### config.mk
export PLATFORM = sky130hd
export DESIGN_NAME = status_frame_tx
export DESIGN_NICKNAME = d
export VERILOG_FILES = /design/src/rtl/status_frame_tx.sv
export SDC_FILE = /design/constraint.sdc
export NUM_CORES = 1
export LEC_CHECK = 0
export CORE_MARGIN = 3
export CORE_UTILIZATION = 45
export CTS_CLUSTER_SIZE = 16
export DETAILED_ROUTE_END_ITERATION = 10
export PLACE_DENSITY = 0.67
export SYNTH_ARGS = -nofsm -noshare
export SYNTH_HDL_FRONTEND = slang
export SYNTH_SLANG_ARGS = --single-unit
### constraint.sdc
create_clock -name clk -period 2.8 [get_ports clk]
set_input_delay 0.56 -clock clk [delete_from_list [all_inputs] [get_ports clk]]
set_output_delay 0.56 -clock clk [all_outputs]
set_load 0.01 [all_outputs]
### src/rtl/status_frame_tx.sv
// status_frame_tx: periodic or forced ASCII status frame ("$0=HH,1=HH...\r\n") sent over an 8N1 serial line.
// Ports: clk/rst (async, active-high); en gates new frames; force_send requests a frame now;
// ch_data holds NUM_CH channels of CH_W bits; tx is the serial line; busy and frame_done report progress.
module status_frame_tx #(
  parameter int NUM_CH      = 4,
  parameter int CH_W        = 8,
  parameter int BAUD_DIV    = 434,
  parameter int PERIOD      = 5000000,
  parameter int CHANGE_ONLY = 0
) (
  input  logic                     clk,
  input  logic                     rst,
  input  logic                     en,
  input  logic                     force_send,
  input  logic [NUM_CH*CH_W-1:0]   ch_data,
  output logic                     tx,
  output logic                     busy,
  output logic                     frame_done
);
  localparam int D   = CH_W / 4;
  localparam int LEN = 3 + NUM_CH * (D + 3) - 1;
  localparam int KW  = $clog2(LEN + 1);
  localparam int BW  = $clog2(BAUD_DIV);
  localparam int PW  = $clog2(PERIOD);
  localparam int CW  = $clog2(NUM_CH + 1);
  localparam int SW  = $clog2(D + 3);
  typedef enum logic [1:0] {IDLE, SNAP, SEND, DONE} state_t;
  state_t state, next;
  logic [PW-1:0] per_cnt;
  logic [BW-1:0] baud_cnt;
  logic [3:0] bit_cnt;
  logic [KW-1:0] byte_cnt;
  logic [CW-1:0] ch;
  logic [SW-1:0] pos;
  logic [NUM_CH*CH_W-1:0] snap, last;
  logic [CH_W-1:0] ch_val;
  logic [3:0] nib;
  logic [7:0] body, cur;
  logic [2:0] bi;
  logic tick, pend, pend_forced, forced, accept, suppress;
  logic baud_end, byte_end, frame_end, pos_last;
  function automatic logic [7:0] hex(input logic [3:0] n);
    return n < 4'd10 ? 8'h30 + {4'd0, n} : 8'h37 + {4'd0, n};
  endfunction
  assign tick   = en && per_cnt == PW'(PERIOD - 1);
  assign accept = state == IDLE && pend && en;
  // The snapshot is loaded from ch_data at the end of SNAP, so ch_data is what it is about to hold.
  assign suppress  = CHANGE_ONLY != 0 && !forced && ch_data == last;
  assign baud_end  = baud_cnt == BW'(BAUD_DIV - 1);
  assign byte_end  = baud_end && bit_cnt == 4'd9;
  assign frame_end = byte_end && byte_cnt == KW'(LEN - 1);
  // The last channel has no trailing comma, so its field is one byte shorter.
  assign pos_last  = pos == SW'(D + 2) || (ch == CW'(NUM_CH - 1) && pos == SW'(D + 1));
  always_ff @(posedge clk or posedge rst)
    if (rst) per_cnt <= '0;
    else per_cnt <= (!en || tick) ? '0 : per_cnt + PW'(1);
  // A trigger landing in the acceptance cycle itself re-arms pending rather than being lost.
  always_ff @(posedge clk or posedge rst)
    if (rst) begin
      pend        <= 1'b0;
      pend_forced <= 1'b0;
      forced      <= 1'b0;
    end else begin
      pend        <= (pend && !accept) || tick || force_send;
      pend_forced <= (pend_forced && !accept) || force_send;
      if (accept) forced <= pend_forced;
    end
  always_ff @(posedge clk or posedge rst)
    if (rst) state <= IDLE;
    else state <= next;
  always_comb begin
    next = state;
    case (state)
      IDLE:    next = accept ? SNAP : IDLE;
      SNAP:    next = suppress ? IDLE : SEND;
      SEND:    next = frame_end ? DONE : SEND;
      default: next = IDLE;
    endcase
  end
  always_ff @(posedge clk or posedge rst)
    if (rst) begin
      snap     <= '0;
      last     <= '0;
      baud_cnt <= '0;
      bit_cnt  <= '0;
      byte_cnt <= '0;
      ch       <= '0;
      pos      <= '0;
    end else if (state == SNAP) begin
      snap     <= ch_data;
      if (!suppress) last <= ch_data;
      baud_cnt <= '0;
      bit_cnt  <= '0;
      byte_cnt <= '0;
      ch       <= '0;
      pos      <= '0;
    end else if (state == SEND) begin
      baud_cnt <= baud_end ? '0 : baud_cnt + BW'(1);
      if (baud_end) bit_cnt <= byte_end ? 4'd0 : bit_cnt + 4'd1;
      if (byte_end) begin
        byte_cnt <= byte_cnt + KW'(1);
        if (byte_cnt != '0) begin
          pos <= pos_last ? '0 : pos + SW'(1);
          if (pos_last) ch <= ch + CW'(1);
        end
      end
    end
  // Channel field layout: index digit, '=', D value digits MSB first, optional ','.
  always_comb begin
    ch_val = CH_W'(snap >> (int'(ch) * CH_W));
    nib    = 4'(ch_val >> (4 * (D + 1 - int'(pos))));
    body   = pos == '0 ? hex(4'(ch)) : pos == SW'(1) ? 8'h3D : pos == SW'(D + 2) ? 8'h2C : hex(nib);
    cur    = byte_cnt == '0 ? 8'h24 : byte_cnt == KW'(LEN - 2) ? 8'h0D :
             byte_cnt == KW'(LEN - 1) ? 8'h0A : body;
    bi     = 3'(bit_cnt - 4'd1);
  end
  // Outputs decode the state register directly so reset drives tx high without waiting for a clock.
  assign tx         = state != SEND ? 1'b1 : bit_cnt == 4'd0 ? 1'b0 : bit_cnt == 4'd9 ? 1'b1 : cur[bi];
  assign busy       = state == SEND || state == DONE || (state == SNAP && !suppress);
  assign frame_done = state == DONE;
endmodule

==> out/results.ini, run 1 <==
[yosys]
synth_edf_count = 0
syn_inst = 411
synthDistinctLibCells = 55
synth_fp_nets = 467
synth_area_per_cell_sq_um = 10.8
ys_seq_elements = 82
synth_top_flop_cell = dfrtp_1
ys_warn_count = 0
synth_area_sq_um = 4440
async_flop_share_pct = 100
ys_seq_area_share_pct = 46.2

[timing]
final.setup_skew_ns = 0.0144
hold_violations = 0
rsz0062_at_grt = yes
finalMaxSlewViolations = 0
setup_viol = 1
maxSlewHeadroom_pct = 58.5
finalWorstSetupSlack_ns = -0.570
period_minus_slack_ns = 3.37
period_share_pct = 120
worstMarginPinSlew_ns = 0.617
max_freq_ghz = 0.297
holdWs_ns = 0.485

[drt]
dr.pass1.iters = 4
drt_iter0_drc = 128
num_vias = 3309
finalWirelength_um = 9360
wl_per_cell_um = 15.0
vias_per_cell = 5.29
ant_nets = 0
drc = 0

[layout]
num-fill-cells = 812
areaGrowthSynthToFinish_pct = 23.9
layout.nets = 547
antennaDiodeCount = 0
drive_above_1_share_pct = 23.4

[floorplanning]
core-area_sq_um = 9420
chipHeight_um = 105
initial_core_util_pct = 47.2
std_cell_rows = 35
ios = 39
die_w_um = 105
die_area_sq_um = 11100

[clocking]
hold_buffers = 0
cts_max_path_buffers = 2
clk_pin_slew_ns = 0.09
htreeDepth = 3
numCtsBuffers = 9
clockRootBuffer = clkbuf_8
clock-sinks = 82
clock_latency_ns = 0.35
tritoncts = yes

[run]
cap_violations = 0

[worst_setup_path]
reg2reg_slack_ns = 0.48
critPathMaxFanout = 5
path_cells = buf_4, mux4_2, a22oi_4, nor4bb_1, o211ai_1, a311oi_1, or4_1, buf_2
critPathLaunchType = flip-flop
rr_startpoint = bit_cnt[1]
cp-end-kind = output pin
worstRegToRegCells = 9
critical_path_class = flip-flop to output pin
cpMaxStageDelayCell = mux4_2
crit_start = ch[0]
r2r_end = ch[1]
critPathArrivalTime_ns = 2.81
cp.required_ns = 2.24
cpPeakStageDelay_ns = 0.53

[min_path]
min_path_cells = 2
hold_class = flip-flop to flip-flop
min_from = pend
holdPathEnd = pend

[place]
preCtsSetupSlack_ns = -0.591
gp_congestion = 0.858
dpl.hpwl_um = 6680
io_buffers = 38

[run_status]
status = complete, but fails checks
violations = negative setup slack

[pwr]
powerDensity_nw_per_um2 = 410
total_leakage_power_nw = 2.37
ir_drop_mv = 0.244
total_power_mw = 2.25

[global_route]
grt_overflow = 0
grt_pass1_vias = 3366
grt-busiest-layer = met2
gr-usage-met3_pct = 3.86
track_usage_pct = 17.5
grt_max_degree = 45
antenna_found_initial = 0
gr-usage-met1_pct = 23.8
grt_first_pass_wirelength_um = 15900
met2_usage_pct = 27.9

-- synthesized netlist by cell type, drive strengths merged (2+ instances only) --
cell     n  area [sq um]
a311oi   2          17.5
a21o     2          15.0
a22oi    2          28.8
mux2i    3          67.6
or4b     2          20.0
and3     3          18.8
o21ai   18          90.1
nor4b    2          23.8
inv     20          75.1
nor2    43           161
mux2    37           417
dfrtp   82          2050
nor4     3          18.8
xnor2   12           105
a31oi    2          12.5
or4      2          15.0
xor2    17           149
ha      20           250
a21oi   10          50.1
buf      2          16.3
or3      2          12.5
o31ai    2          15.0
nand3b   2          15.0
nor4bb   2          20.0
mux4     8           184
nand2b   4          25.0
nand3   21           105
nor3    10          50.1
and2     7          43.8
nand4b   2          17.5
clkbuf  12          45.0
a21bo    2          20.0
nand4   11          68.8
nand2   28           105
nor2b    2          12.5
-- registers in the layout (all words and copies together), names as in the netlist --
register and flops:
baud_cnt 9, pos 3, byte_cnt 5, per_cnt 23
bit_cnt 4, pend 1, state 2, snap 32
ch 3
-- cell families after synthesis --
logic type / after synthesis / share of synthesized area [%]
buffers and inverters: 34 / 3.07
AOI/OAI and AO/OA: 47 / 6.93
and+or+nand+nor: 151 / 17.5
DFF: 82 / 46.2
muxes: 48 / 15.0
adders and majority gates: 20 / 5.63
xor gates and xnor gates: 29 / 5.72
-- routing by layer --
| layer | share of wire, % | wire (um) |
|---|---|---|
| met1 | 47 | 4390 |
| met4 | 2.1 | 195 |
| met3 | 3.5 | 327 |
| met2 | 47 | 4440 |
| met5 | 0 | 0 |
-- layout make-up --
class / count / area (sq um) / area share, %
Multi-Input combinational cell: 295 / 2270 / 41.2
Sequential cell: 82 / 2050 / 37.3
Timing Repair Buffer: 83 / 742 / 13.5
Tap cell: 129 / 161 / 2.93
Clock buffer: 11 / 141 / 2.57
Inverter: 20 / 76.3 / 1.39
Clock inverter: 5 / 62.6 / 1.14
-- cell usage in the layout (no fill, tap or decap), types with 3 or more instances in the layout --
master,n
xnor2_1,12
nor4_1,3
o21ai_1,3
dfrtp_1,81
clkbuf_8,10
ha_1,19
a21oi_1,9
mux2i_4,3
mux4_2,7
and3_1,3
mux2_2,34
nor2_1,43
nand3_1,21
xor2_1,17
nor3_1,10
nand2_1,28
clkdlybuf4s50_1,37
nand4_1,11
buf_4,42
and2_1,7
o21ai_0,15
inv_1,18
nand2b_1,4
mux2_1,3
-- power breakdown --
group | switching [mW] | leakage [nW] | internal (mW)
Combinational | 0.0532 | 1.22 | 0.0796
Clock | 0.452 | 0.0962 | 0.442
Sequential | 0.0183 | 1.05 | 1.21
Total | 0.523 | 2.37 | 1.73
-- per-stage QoR --
stage	cell area, sq um	cells	TNS [ns]	utilization, %
after CTS	5490	624	-0.574	58.3
after global placement	5280	607	-0.537	56.0
after global routing	5510	625	-0.662	58.5
after floorplan	4440	411	0	-
final	5510	625	-0.570	58.5
after detailed placement	5280	607	-0.591	56.0
-- how the worst max path moves through the flow --
| stage | end | slack, ns | depth (start not counted) |
|---|---|---|---|
| final | tx | -0.57 | 8 |
| after CTS | tx | -0.57 | 8 |
| after global placement | tx | -0.54 | 8 |
| after floorplan | tx | 0.008 | 8 |
| after detailed placement | tx | -0.59 | 8 |
| after global routing | tx | -0.66 | 8 |
-- critical path, delay by kind of cell, from the launching register on --
family / cells / cell delay [ns]
flip-flops: 1 / 0.45
buffers and inverters: 2 / 0.31
AND/OR/NAND/NOR: 2 / 0.62
AO/OA/AOI/OAI: 3 / 0.55
multiplexers: 1 / 0.53
-- what timing repair did --
item | in CTS | in global routing
endpoints found under the hold margin | 0 | 0
endpoints found under the setup margin | 1 | 1
pin swaps | 3 | 1
gates resized for setup | 6 | 4
setup buffers | 1 | 1
Note: power is estimated with default switching activity, not from simulation.
==> run 2: changes to the inputs <==
--- a/config.mk
+++ b/config.mk
@@ -5,11 +5,13 @@
 export SDC_FILE = /design/constraint.sdc
 export NUM_CORES = 1
 export LEC_CHECK = 0
+export CAP_MARGIN = 20
 export CORE_MARGIN = 3
 export CORE_UTILIZATION = 45
 export CTS_CLUSTER_SIZE = 16
 export DETAILED_ROUTE_END_ITERATION = 10
-export PLACE_DENSITY = 0.67
+export HOLD_SLACK_MARGIN = 0.03
+export PLACE_DENSITY = 0.64
 export SYNTH_ARGS = -nofsm -noshare
 export SYNTH_HDL_FRONTEND = slang
 export SYNTH_SLANG_ARGS = --single-unit
==> run 2 against run 1 <==
Net effect:
- largest cell class unchanged
- cell count grew 0.48%
- the flow still finishes with violations (negative setup slack)
- sequential power hardly changed
- clock skew is 0.0010 ns higher
- sequential share of layout area shrank 0.30 points
- power increased by 6.3%
- wire length grew 0.46%
- first-iteration DRC count grew 7.8%
- design area up 0.82%
- global-route usage grew 0.086 points
- hold slack better by 0.0020 ns
==> out/results.ini, run 2 (synthesized netlist as in run 1, its figures left out) <==
[drt]
num_vias = 3280  ; -0.88%
vias_per_cell = 5.22  ; -1.3%
drt_iter0_drc = 138  ; +7.8%
dr.pass1.iters = 4  ; unchanged
wl_per_cell_um = 15.0  ; about the same
ant_nets = 0  ; unchanged
finalWirelength_um = 9400  ; +0.46%
drc = 0  ; unchanged

[place]
gp_congestion = 0.828  ; -3.5%
dpl.hpwl_um = 6900  ; +3.2%
io_buffers = 38  ; unchanged

[pwr]
ir_drop_mv = 0.381  ; +56%
power_frac_clock_pct = 43.1  ; +3.5 points
powerDensity_nw_per_um2 = 432  ; +5.4%
total_leakage_power_nw = 2.40  ; +1.3%
combPwrFrac_pct = 5.6  ; -0.3 points
p_seq_share_pct = 51.3  ; -3.2 points
internal_power_mw = 1.89  ; +9.1%
swShare_pct = 21.1  ; -2.1 points
p_sw_mw = 0.506  ; -3.3%

[min_path]
min_path_cells = 2  ; unchanged
holdPathEnd = pend
min_from = pend
hold_class = flip-flop to flip-flop

[global_route]
grt_first_pass_wirelength_um = 16100  ; +0.96%
track_usage_pct = 17.6  ; +0.086 points
antenna_found_initial = 0  ; unchanged
grt_max_degree = 50  ; +11%
grt_overflow = 0  ; unchanged
grt_pass1_vias = 3326  ; -1.2%

[layout]
drive_above_1_share_pct = 23.4  ; +0.060 points
areaGrowthSynthToFinish_pct = 24.9
layout.nets = 550  ; +0.55%
fin_util_pct = 59.0  ; +0.48 points
final_common_cell = dfrtp_1
antennaDiodeCount = 0  ; unchanged
reg.largest.list = snap: 32 flops, per_cnt: 23 flops, baud_cnt: 9 flops
regMostFlops = snap
largest_register_ff_count = 32  ; unchanged
layout_common_cells = dfrtp_1, buf_4, nor2_1

[floorplanning]
initial_core_util_pct = 47.2  ; unchanged
die_w_um = 105  ; unchanged
chipHeight_um = 105  ; unchanged
die_area_sq_um = 11100  ; unchanged
core-area_sq_um = 9420  ; unchanged
ios = 39  ; unchanged
std_cell_rows = 35  ; unchanged

[timing]
setup_viol = 1  ; unchanged
finalWorstSetupSlack_ns = -0.437  ; +0.133 ns
finalMaxSlewViolations = 0  ; unchanged
period_share_pct = 116  ; -4.8 points
worstMarginPinSlew_ns = 0.580  ; -0.0371 ns
maxSlewHeadroom_pct = 61.0  ; +2.5 points
holdWs_ns = 0.487  ; +0.00204 ns
period_minus_slack_ns = 3.24  ; -0.133 ns
final.setup_skew_ns = 0.0154  ; +0.00100 ns
max_freq_ghz = 0.309  ; +4.1%
rsz0062_at_grt = yes
hold_violations = 0  ; unchanged

[worst_setup_path]
cp_num_buf_inv = 3  ; +1
critPathLaunchType = flip-flop
cp_top_family = multiplexers
cpMaxStageDelayCell = mux4_2
critPathMaxFanout = 5  ; unchanged
r2r_end = ch[1]
worstRegToRegCells = 8  ; -1
rr_startpoint = baud_cnt[1]
cp.required_ns = 2.24  ; about the same
reg2reg_slack_ns = 0.38  ; -0.10 ns
cpPeakStageDelay_ns = 0.52  ; about the same
path_cells = buf_6, mux4_2, mux2i_4, buf_4, nor2_1, o21ai_1, a21oi_1, or4_1, buf_2
cp-end-kind = output pin
critical_path_class = flip-flop to output pin
critPathArrivalTime_ns = 2.68  ; -0.13 ns

[clocking]
clock_latency_ns = 0.34  ; about the same
htreeDepth = 3  ; unchanged
clock-sinks = 82  ; unchanged
numCtsBuffers = 9  ; unchanged
cts_max_path_buffers = 2  ; unchanged
clk_pin_slew_ns = 0.09  ; about the same
tritoncts = yes
clockRootBuffer = clkbuf_8

[run_status]
violations = negative setup slack
status = complete, but fails checks

[run]
cap_violations = 0  ; unchanged

==> run 2: cell types whose count changed in the layout (fill, tap and decap cells not counted), moves of 2 or more <==
cell | before | now
buf_4 | 42 | 45
bufinv_16 | 1 | 3
clkbuf_1 | 1 | 3
clkinvlp_4 | 2 | 0
==> run 2: worst max-delay path by stage <==
stage               startpoint  to  slack (ns)  depth (start not counted)
floorplan               pos[0]  tx       0.008                          8
global placement         ch[0]  tx       -0.47                          8
detailed placement       ch[0]  tx       -0.50                          8
CTS                      ch[0]  tx       -0.44                          8
global route             ch[0]  tx       -0.63                          8
finish                   ch[0]  tx       -0.44                          9
==> run 2: stage by stage <==
| step | setup WS, ns | instances | setup TNS, ns | area (sq um) | total power, mW |
|---|---|---|---|---|---|
| floorplan | 0.00794 | 411 | 0 | 4440 | 1.31 |
| finish | -0.437 | 628 | -0.437 | 5550 | 2.40 |
| CTS | -0.444 | 627 | -0.444 | 5540 | 2.43 |
| global placement | -0.470 | 610 | -0.470 | 5290 | 1.39 |
| global route | -0.632 | 628 | -0.632 | 5550 | 2.48 |
| detailed placement | -0.504 | 610 | -0.504 | 5290 | 1.39 |
==> run 2: power by group through the flow <==
stage	combinational (mW)	sequential, mW	clock [mW]
after global placement	0.133	1.25	0
after CTS	0.138	1.23	1.06
after global routing	0.149	1.23	1.10
final	0.134	1.23	1.03
after detailed placement	0.136	1.25	0
after floorplan	0.0664	1.24	0
==> run 2: timing repair <==
action | CTS | global route
setup endpoints to repair | 1 | 1
gates resized for setup | 10 | 1
buffers inserted | 1 | 1
pin swaps | 6 | 1
hold buffers | 0 | 0
==> run 2: worst register-to-register path, stage by stage (launching register included) <==
cell	delay (ns)
dfrtp_1	0.44
inv_1	0.09
ha_1	0.15
nand4b_1	0.11
nor3_1	0.40
o21ai_1	0.16
a21oi_1	0.33
and2_1	0.28
mux2_1	0.35
==> run 2: cell type report <==
| class | count | area (sq um) |
|---|---|---|
| clock inverter | 4 | 98.8 |
| timing repair buffer | 86 | 756 |
| tap | 129 | 161 |
| inverter | 20 | 76.3 |
| sequential | 82 | 2050 |
| multi-input combinational | 295 | 2270 |
| clock buffer | 12 | 135 |
| fill | 811 | 3860 |
==> run 2: routing by layer <==
layer / routed length (um) / vias to the layer above / global-route usage (%)
met5: 0 / - / 0
met4: 80 / 0 / 4.97
met3: 165 / 6 / 2.82
met2: 4610 / 36 / 28.6
met1: 4550 / 1627 / 24.4
li1: - / 1611 / -
==> run 3: changes to the inputs <==
--- a/config.mk
+++ b/config.mk
@@ -11,7 +11,7 @@
 export CTS_CLUSTER_SIZE = 16
 export DETAILED_ROUTE_END_ITERATION = 10
 export HOLD_SLACK_MARGIN = 0.03
-export PLACE_DENSITY = 0.64
+export PLACE_DENSITY_LB_ADDON = 0.08
 export SYNTH_ARGS = -nofsm -noshare
 export SYNTH_HDL_FRONTEND = slang
 export SYNTH_SLANG_ARGS = --single-unit
==> run 3 against run 2 <==
Net effect:
- non-clock buffer count shrank 8
- critical endpoint unchanged
- worst setup slack lost 0.032 ns
- wire length grew 1.2%
- the flow still finishes with violations (negative setup slack)
==> out/results.ini, run 3 (synthesized netlist as in run 1, its figures left out) <==
[timing]
holdWs_ns = 0.485  ; -0.00205 ns
period_share_pct = 117  ; +1.1 points
max_freq_ghz = 0.306  ; -0.97%
final.setup_skew_ns = 0.00567  ; -0.00969 ns
finalMaxSlewViolations = 0  ; unchanged
hold_violations = 0  ; unchanged
setup_viol = 1  ; unchanged
finalWorstSetupSlack_ns = -0.469  ; -0.0316 ns
period_minus_slack_ns = 3.27  ; +0.0316 ns
maxSlewHeadroom_pct = 62.5  ; +1.5 points
rsz0062_at_grt = yes
worstMarginPinSlew_ns = 0.557  ; -0.0228 ns
tns_ns = -0.469  ; -0.0316 ns

[place]
dpl.hpwl_um = 7020  ; +1.8%
gp_congestion = 0.824  ; -0.53%
io_buffers = 38  ; unchanged

[drt]
finalWirelength_um = 9520  ; +1.2%
drc = 0  ; unchanged
wl_per_cell_um = 15.4  ; +2.6%
ant_nets = 0  ; unchanged
dr.pass1.iters = 4  ; unchanged
vias_per_cell = 5.21  ; -0.16%
num_vias = 3233  ; -1.4%
drt_iter0_drc = 94  ; -32%

[global_route]
grt_overflow = 0  ; unchanged
grt_pass1_vias = 3437  ; +3.3%
grt_max_degree = 83  ; +66%
antenna_found_initial = 0  ; unchanged
grt_first_pass_wirelength_um = 16700  ; +4.1%
track_usage_pct = 18.4  ; +0.84 points

[worst_setup_path]
critPathMaxFanout = 5  ; unchanged
critical_path_class = flip-flop to output pin
critPathArrivalTime_ns = 2.71  ; +0.03 ns
cp-end-kind = output pin
critPathLaunchType = flip-flop
cp.required_ns = 2.24  ; about the same
reg2reg_slack_ns = 0.51  ; +0.13 ns

[run_status]
status = complete, but fails checks
violations = negative setup slack

[floorplanning]
initial_core_util_pct = 47.2  ; unchanged
std_cell_rows = 35  ; unchanged
core-area_sq_um = 9420  ; unchanged
die_w_um = 105  ; unchanged
ios = 39  ; unchanged
die_area_sq_um = 11100  ; unchanged
chipHeight_um = 105  ; unchanged

[layout]
reg.largest.list = snap: 32 flops, per_cnt: 23 flops, baud_cnt: 9 flops
largest_register_ff_count = 32  ; unchanged
antennaDiodeCount = 0  ; unchanged
drive_above_1_share_pct = 22.8  ; -0.64 points
fin_util_pct = 58.1  ; -0.89 points
regMostFlops = snap
areaGrowthSynthToFinish_pct = 23.0
layout_common_cells = dfrtp_1, nor2_1, clkdlybuf4s50_1, buf_4, mux2_2
layout.nets = 542  ; -1.5%
final_common_cell = dfrtp_1

[clocking]
clock-sinks = 82  ; unchanged
clockRootBuffer = clkbuf_8
tritoncts = yes
postCtsSetupRepairBufs = 0  ; -1
clock_latency_ns = 0.35  ; about the same
hold_buffers = 0  ; unchanged
cts_max_path_buffers = 2  ; unchanged
clk_pin_slew_ns = 0.09  ; about the same
htreeDepth = 3  ; unchanged
numCtsBuffers = 9  ; unchanged

[min_path]
hold_class = flip-flop to flip-flop

[pwr]
total_power_mw = 2.26  ; -5.7%
ir_drop_mv = 0.266  ; -30%
total_leakage_power_nw = 2.34  ; -2.4%
powerDensity_nw_per_um2 = 413  ; -4.2%

[run]
cap_violations = 0  ; unchanged

==> run 3: final timing paths <==
kind | startpoint | to | cells after the start
setup / recovery | ch[0] | tx | 8
hold / removal | pend | pend | 2
setup reg to reg | bit_cnt[1] | ch[0] | 9
hold reg to reg | pend | pend | 2
max in group asynchronous | rst | ch[0] | 3
min in group asynchronous | rst | state[0] | 3
==> run 3: what timing repair did <==
item,in CTS,in global routing
pin swaps,1,1
endpoints found under the hold margin,0,0
resized for setup,8,3
endpoints found under the setup margin,1,1
==> run 3: layer usage <==
| layer | part of all wire, % | global-route usage (%) | wire length, um |
|---|---|---|---|
| met1 | 48 | 25.3 | 4550 |
| met2 | 48 | 30.3 | 4600 |
| met3 | 2.9 | 3.18 | 274 |
| met4 | 0.99 | 4.87 | 94 |
| met5 | 0 | 0 | 0 |
==> run 3: cell type report <==
cell class | count | area [sq um]
Inverter | 20 | 76.3
Tap cell | 129 | 161
Timing Repair Buffer | 78 | 696
Clock buffer | 11 | 141
Sequential cell | 82 | 2050
Clock inverter | 5 | 62.6
Multi-Input combinational cell | 295 | 2280
Fill cell | 828 | 3950
==> run 3: through the flow <==
stage                     instance area [sq um]  std cells  worst slack (ns)
after global placement                     5240        604            -0.509
after global routing                       5470        620            -0.622
after floorplan                            4440        411           0.00794
after detailed placement                   5240        604            -0.514
after CTS                                  5460        620            -0.512
final                                      5470        620            -0.469
==> run 3: power by group <==
group / total, mW / switching [mW] / leakage (nW) / internal [mW]
Clock: 0.899 / 0.457 / 0.0962 / 0.442
Sequential: 1.23 / 0.0179 / 1.05 / 1.21
Combinational: 0.132 / 0.0533 / 1.20 / 0.0791
==> run 3: critical path, cell delays in order, from the launching register on <==
cell and delay, ns:
dfrtp_2 0.41, buf_6 0.14, mux4_2 0.53, mux2i_4 0.20
a31oi_1 0.11, o211ai_1 0.18, a311oi_1 0.11, or4_1 0.51
buf_2 0.16
